$ cat config.mk
export PLATFORM = sky130hd
export DESIGN_NAME = demux_stream
export DESIGN_NICKNAME = d
export VERILOG_FILES = /design/src/rtl/demux_stream.sv
export SDC_FILE = /design/constraint.sdc
export NUM_CORES = 1
export LEC_CHECK = 0
export ABC_AREA = 1
export CAP_MARGIN = 20
export CORE_ASPECT_RATIO = 1.2
export CORE_MARGIN = 2
export CORE_UTILIZATION = 35
export DETAILED_ROUTE_END_ITERATION = 12
export GPL_ROUTABILITY_DRIVEN = 0
export PLACE_DENSITY_LB_ADDON = 0.25
export SKIP_CTS_REPAIR_TIMING = 1
export SLEW_MARGIN = 20
export SYNTH_ARGS = -nofsm -noshare
export SYNTH_HDL_FRONTEND = slang
export SYNTH_SLANG_ARGS = --single-unit
$ cat constraint.sdc
create_clock -name clk -period 8.3 [get_ports clk]
set_clock_uncertainty 0.15 [all_clocks]
set_input_delay 2.075 -clock clk [delete_from_list [all_inputs] [get_ports clk]]
set_output_delay 2.075 -clock clk [all_outputs]
set_load 0.02 [all_outputs]
$ cat src/rtl/demux_stream.sv
// 1-to-2 stream demultiplexer: routes each accepted input word to output A or B,
// each output backed by a one-entry registered stage, with saturating per-output counters.
module demux_stream #(
  parameter int WIDTH = 32,
  parameter int CNT_W = 8
) (
  input  logic             clk,
  input  logic             rst,
  input  logic [WIDTH-1:0] in_data,
  input  logic             in_sel,
  input  logic             in_valid,
  output logic             in_ready,
  output logic [WIDTH-1:0] a_data,
  output logic             a_valid,
  input  logic             a_ready,
  output logic [WIDTH-1:0] b_data,
  output logic             b_valid,
  input  logic             b_ready,
  output logic [CNT_W-1:0] cnt_a,
  output logic [CNT_W-1:0] cnt_b
);

  logic             a_valid_q, a_valid_d;
  logic             b_valid_q, b_valid_d;
  logic [WIDTH-1:0] a_data_q, a_data_d;
  logic [WIDTH-1:0] b_data_q, b_data_d;
  logic [CNT_W-1:0] cnt_a_q, cnt_a_d;
  logic [CNT_W-1:0] cnt_b_q, cnt_b_d;

  logic a_open, b_open;
  logic acc_a, acc_b;

  // A stage can take a word if empty or draining this edge; accepts are
  // qualified by in_valid so an unknown in_sel never reaches the state.
  always_comb begin
    a_open   = !a_valid_q || a_ready;
    b_open   = !b_valid_q || b_ready;
    in_ready = in_sel ? b_open : a_open;
    acc_a    = in_valid && !in_sel && a_open;
    acc_b    = in_valid &&  in_sel && b_open;
  end

  always_comb begin
    a_valid_d = a_valid_q;
    a_data_d  = a_data_q;
    b_valid_d = b_valid_q;
    b_data_d  = b_data_q;
    cnt_a_d   = cnt_a_q;
    cnt_b_d   = cnt_b_q;

    if (a_valid_q && a_ready) a_valid_d = 1'b0;
    if (b_valid_q && b_ready) b_valid_d = 1'b0;

    if (acc_a) begin
      a_valid_d = 1'b1;
      a_data_d  = in_data;
      if (cnt_a_q != '1) cnt_a_d = cnt_a_q + CNT_W'(1);
    end
    if (acc_b) begin
      b_valid_d = 1'b1;
      b_data_d  = in_data;
      if (cnt_b_q != '1) cnt_b_d = cnt_b_q + CNT_W'(1);
    end
  end

  always_ff @(posedge clk or posedge rst) begin
    if (rst) begin
      a_valid_q <= 1'b0;
      b_valid_q <= 1'b0;
      a_data_q  <= '0;
      b_data_q  <= '0;
      cnt_a_q   <= '0;
      cnt_b_q   <= '0;
    end else begin
      a_valid_q <= a_valid_d;
      b_valid_q <= b_valid_d;
      a_data_q  <= a_data_d;
      b_data_q  <= b_data_d;
      cnt_a_q   <= cnt_a_d;
      cnt_b_q   <= cnt_b_d;
    end
  end

  assign a_valid = a_valid_q;
  assign b_valid = b_valid_q;
  assign a_data  = a_data_q;
  assign b_data  = b_data_q;
  assign cnt_a   = cnt_a_q;
  assign cnt_b   = cnt_b_q;

endmodule

==> metrics list <==
- Summing every instance area after synthesis gives 3650 um2.
- STA classifies the critical path endpoint as an output pin.
- From left edge to right edge, the die measures 97.2 um.
- TritonCTS built the clock tree.
* Drt first-iter violations: 83
- The worst register-to-register path ends at cnt_a[4].
- Number of top-level design ports: 121
- Diode insertion count for antenna repair: 0
- Counting along the longest clock path gives a buffer depth of 2.
* Number of antenna violations at the first check in global routing: 0
- The number of hold violations in the final report was 0.
- Total of flip-flops plus latches after synthesis: 82
* Simple-gate share of the synthesized area: 18.0%
* Shortest clock period the worst path allows after layout: 5.67 ns
- Cell with the most instances after synthesis: sky130_fd_sc_hd__nand2_1
* Number of standard-cell rows in the floorplan: 40
* Clock root buffer master: sky130_fd_sc_hd__clkbuf_16
* Utilization after layout: 51.8%
- Tightest slew margin relative to the limit: 29.0%
- The die covers 11300 um2.
- Setup CP Type: primary input to output pin
- The critical path ends at in_ready.
- In this run the static leakage power is 2.37 nW.
- Final cycle utilization of the critical path: 68.3%
- In the final routed layout, each cell accounts on average for 12.2 um.
- Of all nets on the critical path, the largest fanout is 3.
- Worst reg2reg setup slack: 6.34 ns
- Dominant synthesized flop cell: sky130_fd_sc_hd__dfrtp_1
- First drt pass iteration count: 4
- Summed over all layers, the routed wires come to 7680 um.
- CTS saw 82 sinks.
* Placeable core area: 10100 um2
- Worst flop-to-flop path startpoint: a_valid
* Status: finished clean
* RSZ-0062 raised after global routing: no
- Worst setup path startpoint: b_ready
- Share of cell area taken by muxes after synthesis: 0%
- Relative area change from synthesis to final layout: 42.8%
* Routed via count divided by cell count: 4.45
- Startpoint type of the worst setup path: primary input
- The Yosys step of the flow raised 0 warnings.
- The number of global-route vias before repair is 2722.
- Of the cells placed in the final design, the portion with a size suffix greater than 1 is 14.9%.
- At the pin with the least slew margin, the transition time is 1.07 ns.
- The final count of pins violating max slew came to 0.
- XOR/XNOR Fraction of Synth Area: 1.44%
- Synthesis handed over a netlist of 383 instances.
* Nets: 540
- Number of nets with antenna violations after routing: 0
* Most frequent cells after synthesis: sky130_fd_sc_hd__nand2_1, sky130_fd_sc_hd__dfrtp_1, sky130_fd_sc_hd__inv_1
- Entering global routing, the biggest net connects 83 pins.
- TritonCTS created 9 clock buffers.
- Synth area leader: sky130_fd_sc_hd__dfrtp_1
- Final global-route overflow total: 0
- Final TNS setup: 0 ns
- Initial cell density of the core: 36.3%
- Count of cell types in the netlist: 24
* Clock-pin slew reported for the worst setup and hold paths after clock tree synthesis: 0.06 ns
* Fraction of post-synthesis cell area in the top cell type by area: 56.3%
* Worst path arrival time: 3.45 ns
- For this block, the via count after detailed routing is 2806.
* Number of maximum-capacitance constraint violations: 0
* Peak supply drop: 0.131 mV
- Worst path required time: 6.08 ns
- Chip height: 116 um
- The first global-routing pass estimated 13000 um of wire.
- For the worst-skew pair, the clock arrives at the later sink with an insertion delay of 0.33 ns.
- By area, the combinational part of the netlist is dominated by simple AND/OR/NAND/NOR gates.
* Setup-failing EPs final: 0
- Compound-gate portion of the synthesized area: 14.5%
- Post-Synth Adder-Cell Area: 0.686%
- Counting every net in the synthesized netlist gives 423.
- Total power divided by cell area: 253 nW/um2
- Worst-case reg-to-reg path depth: 7
* HPWL Detailed: 5320 um
- Count of port buffers added during placement: 120
- Of the synthesized area, sequential elements account for 56.3%.
* Ranking of synthesized cells by area: sky130_fd_sc_hd__dfrtp_1, sky130_fd_sc_hd__nand2_1, sky130_fd_sc_hd__o21ai_2, sky130_fd_sc_hd__inv_1, sky130_fd_sc_hd__a21oi_2
- Number of synthesized flops with an enable pin: 0
- Timing would allow up to 176 MHz.
- Drt drc: 0
- Average size of a mapped cell: 9.52 um2
- Max H-tree Level: 3
- Async set-or-reset flop fraction in the synthesized netlist: 100%
* Type of the tightest min-delay check: register to register
* Global-route usage over all layers: 14.4%
sequential cells by signal, indices dropped and copies added, names as in the netlist:
register,flops
a_valid,1
b_data,32
cnt_b,8
a_data,32
cnt_a,8
b_valid,1
cells in the final DEF, fill, tap and decap left out:
cell                              Yosys  layout
sky130_fd_sc_hd__a21oi_1             14      14
sky130_fd_sc_hd__a21oi_2             20      20
sky130_fd_sc_hd__a21oi_4              1       1
sky130_fd_sc_hd__buf_4                1       1
sky130_fd_sc_hd__buf_6                9       1
sky130_fd_sc_hd__bufinv_16            0       2
sky130_fd_sc_hd__clkbuf_1             1       1
sky130_fd_sc_hd__clkbuf_16            0       9
sky130_fd_sc_hd__clkbuf_8             0       1
sky130_fd_sc_hd__clkdlybuf4s50_1      0     120
sky130_fd_sc_hd__clkinv_2             0       3
sky130_fd_sc_hd__clkinvlp_4           0       1
sky130_fd_sc_hd__dfrtp_1             82      82
sky130_fd_sc_hd__ha_1                 2       2
sky130_fd_sc_hd__inv_1               48      47
sky130_fd_sc_hd__inv_2                4       4
sky130_fd_sc_hd__nand2_1             91      91
sky130_fd_sc_hd__nand2_2              3       3
sky130_fd_sc_hd__nand2_4              3       3
sky130_fd_sc_hd__nand3_1             10      10
sky130_fd_sc_hd__nand4_1              2       2
sky130_fd_sc_hd__nor2_1              40      40
sky130_fd_sc_hd__nor2_2               1       1
sky130_fd_sc_hd__nor2_4               2       2
sky130_fd_sc_hd__nor2_8               1       1
sky130_fd_sc_hd__o21ai_0             15      15
sky130_fd_sc_hd__o21ai_2             22      22
sky130_fd_sc_hd__xnor2_1              5       5
sky130_fd_sc_hd__xor2_1               1       1
per-stage QoR:
step                      worst slack, ns  std cells  cell area, um2  power [mW]  hold slack, ns
after floorplan                      3.48        383            3650       0.732           0.436
final                                2.63        631            5210        1.32           0.330
after global routing                 2.55        631            5210        1.39           0.353
after global placement               2.63        615            4880       0.905           0.316
after CTS                            2.62        631            5200        1.34           0.333
after detailed placement             2.61        615            4880       0.912           0.321
layer usage:
metal  vias up  wire length (um)  global-route usage, %
li1       1417                 -                      -
met1      1310              3230                   17.1
met2        72              3760                   23.8
met3         7               589                   5.43
met4         0                95                   5.92
met5         -                 0                      0
where the power goes:
group	switching, mW	internal (mW)	leakage (nW)
registers	0.0553	0.467	0.971
logic	0.197	0.181	1.24
clock network	0.148	0.270	0.156
total	0.400	0.919	2.37
worst min-delay path by stage:
stage | from | end | slack (ns) | cells past startpoint
3_5_place_dp | b_data[0] | b_data[0] | 0.32 | 2
5_1_grt | b_data[1] | b_data[1] | 0.35 | 2
3_3_place_gp | b_data[19] | b_data[19] | 0.32 | 2
4_1_cts | b_data[0] | b_data[0] | 0.33 | 2
2_1_floorplan | b_data[20] | b_data[20] | 0.44 | 2
6_report | b_data[0] | b_data[0] | 0.33 | 2
logic make-up after synthesis:
family | Yosys count
xor gates and xnor gates | 6
AOI/OAI and AO/OA | 72
DFF | 82
adders and majority gates | 2
and+or+nand+nor | 153
buffers and inverters | 68
area by class of cell:
type	instances	area (um2)
Fill cell	971	4850
Sequential cell	82	2050
Multi-Input combinational cell	233	1260
Timing Repair Buffer	122	1220
Clock buffer	11	243
Inverter	52	196
Tap cell	126	158
Clock inverter	5	77.6
worst max-delay path: stages:
cell and delay (ns):
sky130_fd_sc_hd__clkdlybuf4s50_1 0.45, sky130_fd_sc_hd__inv_1 0.06, sky130_fd_sc_hd__nand2_1 0.11, sky130_fd_sc_hd__nand2_1 0.06, sky130_fd_sc_hd__o21ai_0 0.07, sky130_fd_sc_hd__clkdlybuf4s50_1 0.62
Power figures use the tool's default switching activity.
